--- config.mk ---
export PLATFORM = sky130hd
export DESIGN_NAME = stream_demux_flat
export DESIGN_NICKNAME = d
export VERILOG_FILES = /design/src/rtl/stream_demux_if.sv /design/src/rtl/stream_demux.sv /design/src/flat_wrapper.sv
export SDC_FILE = /design/constraint.sdc
export NUM_CORES = 1
export LEC_CHECK = 0
export CAP_MARGIN = 10
export CORE_MARGIN = 2
export CORE_UTILIZATION = 41
export DETAILED_ROUTE_END_ITERATION = 16
export MAX_ROUTING_LAYER = met4
export PLACE_DENSITY_LB_ADDON = 0.12
export SYNTH_ARGS = -nofsm -noshare
export SYNTH_HDL_FRONTEND = slang
export SYNTH_SLANG_ARGS = --single-unit
--- constraint.sdc ---
create_clock -name clk -period 2 [get_ports clk]
set_input_delay 0.6 -clock clk [delete_from_list [all_inputs] [get_ports clk]]
set_output_delay 0.6 -clock clk [all_outputs]
set_load 0.03 [all_outputs]
--- src/rtl/stream_demux_if.sv ---
// Handshake bundle between one beat source and the demux's NUM_OUT consumers.
// slave is the demux view; master is the source/consumer view.
interface stream_demux_if #(
    parameter int unsigned DATA_W  = 8,
    parameter int unsigned NUM_OUT = 4,
    parameter int unsigned SEL_W   = 2
);
    logic                in_valid;
    logic                in_ready;
    logic [DATA_W-1:0]   in_data;
    logic                in_last;
    logic [SEL_W-1:0]    in_sel;
    logic [NUM_OUT-1:0]  out_valid;
    logic [NUM_OUT-1:0]  out_ready;
    logic [DATA_W-1:0]   out_data;
    logic                out_last;

    modport slave (
        input  in_valid, in_data, in_last, in_sel, out_ready,
        output in_ready, out_valid, out_data, out_last
    );

    modport master (
        output in_valid, in_data, in_last, in_sel, out_ready,
        input  in_ready, out_valid, out_data, out_last
    );
endinterface

--- src/rtl/stream_demux.sv ---
// Registered 1-to-NUM_OUT packet demultiplexer: the first beat's select locks the
// destination for the whole packet; out-of-range destinations are counted and dropped.
module stream_demux #(
    parameter int unsigned DATA_W  = 8,
    parameter int unsigned NUM_OUT = 4,
    parameter int unsigned SEL_W   = 2
) (
    input  logic                clk,
    input  logic                reset,
    stream_demux_if.slave       bus,
    output logic [7:0]          drop_cnt
);
    localparam int unsigned CNT_W = 8;

    typedef enum logic {
        IDLE = 1'b0,
        PKT  = 1'b1
    } state_t;

    state_t              state;
    logic [SEL_W-1:0]    lock_sel;

    // Holding register; the one-hot valid vector encodes both hold_valid and hold_dst.
    logic [NUM_OUT-1:0]  hold_onehot;
    logic [DATA_W-1:0]   hold_data;
    logic                hold_last;
    logic [CNT_W-1:0]    drop_q;

    logic                hold_valid_c;
    logic                drain_c;
    logic                accept_c;
    logic [SEL_W-1:0]    dst_c;
    logic [NUM_OUT-1:0]  dst_onehot_c;
    logic                dst_ok_c;

    assign hold_valid_c = |hold_onehot;
    assign drain_c      = |(hold_onehot & bus.out_ready);
    assign accept_c     = bus.in_valid && bus.in_ready;
    assign dst_c        = (state == IDLE) ? bus.in_sel : lock_sel;

    // Decode destination; an index with no matching port leaves the vector empty.
    always_comb begin
        dst_onehot_c = '0;
        for (int unsigned i = 0; i < NUM_OUT; i++) begin
            dst_onehot_c[i] = (dst_c == SEL_W'(i));
        end
    end

    assign dst_ok_c = |dst_onehot_c;

    // Only the addressed consumer's ready gates the input; no path from in_valid.
    assign bus.in_ready  = !hold_valid_c || drain_c;
    assign bus.out_valid = hold_onehot;
    assign bus.out_data  = hold_data;
    assign bus.out_last  = hold_last;
    assign drop_cnt      = drop_q;

    always_ff @(posedge clk or posedge reset) begin
        if (reset) begin
            state       <= IDLE;
            lock_sel    <= '0;
            hold_onehot <= '0;
            hold_data   <= '0;
            hold_last   <= 1'b0;
            drop_q      <= '0;
        end else begin
            // Load wins over drain so a new beat can replace a draining one without a bubble.
            if (accept_c && dst_ok_c) begin
                hold_onehot <= dst_onehot_c;
                hold_data   <= bus.in_data;
                hold_last   <= bus.in_last;
            end else if (drain_c) begin
                hold_onehot <= '0;
            end

            if (accept_c && !dst_ok_c && (drop_q != {CNT_W{1'b1}})) begin
                drop_q <= drop_q + CNT_W'(1);
            end

            // Packet framing advances on every accepted beat, dropped ones included.
            if (accept_c) begin
                case (state)
                    IDLE: begin
                        if (!bus.in_last) begin
                            state    <= PKT;
                            lock_sel <= bus.in_sel;
                        end
                    end
                    PKT: begin
                        if (bus.in_last) begin
                            state <= IDLE;
                        end
                    end
                    default: state <= IDLE;
                endcase
            end
        end
    end
endmodule

--- src/flat_wrapper.sv ---
// flat-port wrapper written by rule: the top's interface ports become plain ports
module stream_demux_flat 
#(
    parameter int unsigned DATA_W  = 8,
    parameter int unsigned NUM_OUT = 4,
    parameter int unsigned SEL_W   = 2
)
  (clk, reset, drop_cnt, bus_in_valid, bus_in_data, bus_in_last, bus_in_sel, bus_out_ready, bus_in_ready, bus_out_valid, bus_out_data, bus_out_last);
  stream_demux_if #(.DATA_W(DATA_W), .NUM_OUT(NUM_OUT), .SEL_W(SEL_W)) bus_i ();
  input  logic clk;
  input  logic reset;
  output logic [7:0] drop_cnt;
  input wire logic [$bits(bus_i.in_valid)-1:0] bus_in_valid;
  input wire logic [$bits(bus_i.in_data)-1:0] bus_in_data;
  input wire logic [$bits(bus_i.in_last)-1:0] bus_in_last;
  input wire logic [$bits(bus_i.in_sel)-1:0] bus_in_sel;
  input wire logic [$bits(bus_i.out_ready)-1:0] bus_out_ready;
  output wire logic [$bits(bus_i.in_ready)-1:0] bus_in_ready;
  output wire logic [$bits(bus_i.out_valid)-1:0] bus_out_valid;
  output wire logic [$bits(bus_i.out_data)-1:0] bus_out_data;
  output wire logic [$bits(bus_i.out_last)-1:0] bus_out_last;
  assign bus_i.in_valid = bus_in_valid;
  assign bus_i.in_data = bus_in_data;
  assign bus_i.in_last = bus_in_last;
  assign bus_i.in_sel = bus_in_sel;
  assign bus_i.out_ready = bus_out_ready;
  assign bus_in_ready = bus_i.in_ready;
  assign bus_out_valid = bus_i.out_valid;
  assign bus_out_data = bus_i.out_data;
  assign bus_out_last = bus_i.out_last;
  stream_demux #(.DATA_W(DATA_W), .NUM_OUT(NUM_OUT), .SEL_W(SEL_W)) u_core (.clk(clk), .reset(reset), .bus(bus_i), .drop_cnt(drop_cnt));
endmodule
## Word-level counts from Yosys, hierarchy flattened

Cells that the tools add are included.

- Register bits after elaboration: 24
- Bits of input ports: 18
- Output and inout port bits: 22
- Word-level logic and storage cells: 31

- Add/subtract/negate cells: 1
- Equality and inequality tests: 4
- Mux-type cells: 4
- Bitwise operators: 3
- Reduce and logical (&&, ||, !) cells: 13

Operators by type and width:

| operator | count |
|---|---|
| $reduce_or 4->1 | 3 |
| $add 8x1->8 const B | 1 |
| $mux 4 | 2 |
| $ne 8x8->1 const B | 1 |
| $and 4x4->4 | 1 |
| $eq 2x2->1 const B | 2 |
| $logic_and 1x1->1 | 4 |
| $reduce_and 3->1 | 1 |
| $eq 2x1->1 const B | 1 |
| $logic_not 1->1 | 2 |
| $logic_not 2->1 | 1 |
| $mux 2 | 1 |
| $not 1->1 | 2 |
| $reduce_bool 2->1 | 1 |
| $logic_or 1x1->1 | 1 |
| $mux 1 | 1 |

## Depth between registers and ports, before layout

- Word-level depth: 6
- Mapped depth: 4

## Worst setup path after synthesis

No wires, ideal clock.

- Kind: in2out
- Start point: input bus_out_ready[2]
- End point: output bus_in_ready
- Arrival time: 1.397 ns
- Data required time: 1.400 ns
- Path slack: 0.003 ns
- Stages: 2
- Path through: a22o_1 > or3_1

- Cells in the longest elaborated chain, start to end: 3

RTL lines:

| element | line | source |
|---|---|---|
| start, declared | flat_wrapper.sv:17 | `input wire logic [$bits(bus_i.out_ready)-1:0] bus_out_ready;` |
| $and 4x4->4 | stream_demux.sv:37 | `assign drain_c = \|(hold_onehot & bus.out_ready);` |
| $reduce_or 4->1 | stream_demux.sv:37 |  |
| $logic_or 1x1->1 | stream_demux.sv:52 | `assign bus.in_ready = !hold_valid_c \|\| drain_c;` |
| end, declared | flat_wrapper.sv:18 | `output wire logic [$bits(bus_i.in_ready)-1:0] bus_in_ready;` |

Every way passes these cells.

## Final worst setup path

- Start point: input bus_out_ready[0]
- End point: output bus_in_ready

The elaborated chain is that of the path after synthesis.

==> results.md <==
- Status: finished, violations left
- Failing checks: setup timing
- WL met1: roughly 820 um
- CP endpoint kind: output pin
- Worst slew margin: about 77%
- TritonCTS clock tree: yes
- Count of final hold-check violations: 0
- Overflow after GRT: 0
- Vias: ~660
- Worst path required time: approximately 1.4 ns
- Nets: between 100 and 150
- DRC errors left: 0
- Synth area leader: dfrtp_1
- Overall routing resource usage: between 10% and 20%
- Initial Util: 43.3%
- Routed wl met3: around 140 um
- GP Congestion: 0.808
- Max clock buf depth: 2
- Fin Setup TNS: -0.116 ns
- Clock transition at path regs: approximately 0.13 ns
- Setup Fix Bufs, Post-CTS: 0
- Top post-synthesis cells by area: dfrtp_1 63%, mux2_4 9.4%, mux2_2 5.9%
- Clk_skew: 0.00370 ns
- Crit-path slowest cell: or3_4
- Detailed-route wire length per cell: roughly 14 um
- IO buf count: 39
- Post-Layout Cell Count: between 100 and 150
- RSZ-0062 raised after global routing: true
- Synth top area share: between 60% and 70%
- Avg Cell Area, Syn: roughly 15 sq um
- Final slew viol count: 0
- Max-cap violation count: 0
- Synth async-reset ratio: 100%
- Final design utilization: between 60% and 70%
- DRT Pass-1 Iters: 4
- Die Wd: ~52 um
- Post-DP HPWL: roughly 1400 um
- CTS H-tree depth: 1
- Static leakage power: 0.915 nW
- Largest net degree at the start of global routing: 25
- Antenna-violating nets left: 0
- Sequential share of the synthesized area: 62.7%
- Dpl cells: roughly 130
- Post-Route WL: slightly below 2000 um
- Crit-path max cell delay: between 0.3 and 0.4 ns
- Finish-stage setup viols: 1
- Syn nets: between 80 and 90
- Synthesized cell area: 957 sq um
- Max IR drop VDD: ~0.89 mV
- DIE HEIGHT: roughly 52 um
- Vias in the first global route: about 700
- Synth cell count leaders: 24 x dfrtp_1, 8 x clkbuf_1, 6 x mux2_4
- Syn. warnings: 0
- Core Area: roughly 0.0022 sq mm
- Area delta synth->final: 58.0%
- CP startpoint kind: input pin
- Diode count: 0
- Number of flops mapped to enable cells by yosys: 0
- Clk sinks: 24
- Clk Latency, worst-skew pair: slightly above 0.3 ns
- #FFs+latches synth: 24
- Max Clock Freq: roughly 470 MHz
- Met2 routed WL: roughly 960 um
- Die area: 0.00274 sq mm
- Setup WS post-layout: -0.116 ns
- Post-synthesis cell count: 65
- PwrDens: about 1500 mW/mm^2
- Worst path cell trace: clkdlybuf4s15_1 > a22o_1 > or3_4 > buf_6
- Distinct cell type count after synthesis: 17
- DRT iter0 DRCs: 6
- Post-synth top flop: dfrtp_1
- Crit path max fanout: 2
- Number of CTS-inserted buffers: 3
- HP Class: reg -> reg
- Num ports: 40
- Wire length of the first global-routing pass: 3080 um
- Period utilisation layout: 106%
- Fin crit period: ~2.1 ns
- WP data arrival: around 1.5 ns
- Most common cell in the netlist: dfrtp_1
- CTS root buffer: clkbuf_4
- Final hold slack: about 0.39 ns
- Top Layer Used: met4
- WS Path Type: in -> out
- Vias/cell: 4.77
- # rows: 17
- Layout cell share with drive strength beyond 1: between 20% and 30%
- Actual slew at the worst max-slew pin: approximately 0.35 ns
- Initial antenna violation count: 0
[final cells by class]
type / instances / area [sq um]
fillers: 167 / 699
flip-flops and latches: 24 / 601
clock inverters: 1 / 30.0
well taps: 28 / 35.0
inverters: 2 / 7.51
repair buffers: 50 / 504
clock buffers: 3 / 22.5
multi-input cells: 30 / 313
[placed cells by master (no fill, tap or decap)]
cell type | Yosys | final
clkdlybuf4s15_1 | 0 | 3
nand2_1 | 1 | 1
clkdlybuf4s50_1 | 0 | 14
o2bb2ai_1 | 3 | 3
mux2_2 | 5 | 5
nand2b_1 | 2 | 2
o311a_1 | 1 | 1
mux2i_1 | 3 | 3
a32o_1 | 1 | 1
dfrtp_1 | 24 | 24
clkbuf_2 | 0 | 1
dlymetal6s2s_1 | 0 | 16
mux2_4 | 6 | 6
buf_4 | 0 | 11
o31ai_4 | 1 | 1
nor2_1 | 3 | 3
clkbuf_4 | 0 | 3
or3_4 | 0 | 1
a22o_1 | 2 | 2
buf_6 | 1 | 1
dlygate4sd2_1 | 0 | 4
bufinv_16 | 0 | 1
inv_1 | 2 | 2
nor4_2 | 1 | 1
[kinds of logic after synthesis]
kind of cell / after synthesis / share of synthesized area, %
buffers and inverters: 11 / 5.10
AOI/OAI and AO/OA: 8 / 8.89
and+or+nand+nor: 8 / 4.84
DFF: 24 / 62.7
muxes: 14 / 18.4
[path summary, 6_finish.rpt]
| check | startpoint | end | slack, ns | cells past startpoint |
|---|---|---|---|---|
| hold reg to reg | u_core.drop_cnt[2] | u_core.drop_cnt[2] | 0.39 | 0 |
| min in group asynchronous | reset | u_core.drop_cnt[2] | 0.61 | 3 |
| setup reg to reg | u_core.bus.out_valid[2] | u_core.bus.out_data[3] | 0.32 | 5 |
| hold / removal | u_core.drop_cnt[2] | u_core.drop_cnt[2] | 0.39 | 0 |
| setup / recovery | bus_out_ready[0] | bus_in_ready | -0.12 | 4 |
| max in group asynchronous | reset | u_core.bus.out_data[4] | 1.16 | 3 |
[critical path: cells and delay by family]
kind	cells	cell delay [ns]
simple gates	1	0.37
buf+inv	2	0.31
compound gates	1	0.23
[metal layers]
| metal | GRT usage, % | vias up |
|---|---|---|
| li1 | - | 314 |
| met1 | 19.8 | 318 |
| met2 | 25.6 | 24 |
| met3 | 3.14 | 2 |
| met4 | 7.69 | 0 |
| met5 | - | - |
[state kept, by name, summed over array words and instances, names as in the netlist]
name and cells:
u_core.bus.out_data 8, u_core.drop_cnt 8, u_core.bus.out_valid 4, u_core.lock_sel 2, u_core.bus.out_last 1, u_core.state 1
[per-stage QoR]
step                      total power [mW]  setup slack, ns  instance area, sq um
after floorplan                       1.43          0.00283                   957
after global placement                1.89           -0.839                  1420
after detailed placement              1.90           -0.857                  1420
after CTS                             2.26           -0.137                  1480
after global routing                  2.35           -0.169                  1510
final                                 2.22           -0.116                  1510
[where the power goes]
| part | internal (mW) | switching, mW |
|---|---|---|
| Sequential | 0.636 | 0.0877 |
| Clock | 0.202 | 0.144 |
| Combinational | 0.580 | 0.570 |
| Total | 1.42 | 0.802 |
[what timing repair did]
| item | in CTS | in global routing |
|---|---|---|
| setup endpoints to repair | 5 | 17 |
| hold buffers | 0 | 0 |
| resized for setup | 20 | 17 |
| pin swaps | 3 | 3 |
(Power assumes the default switching activity.)
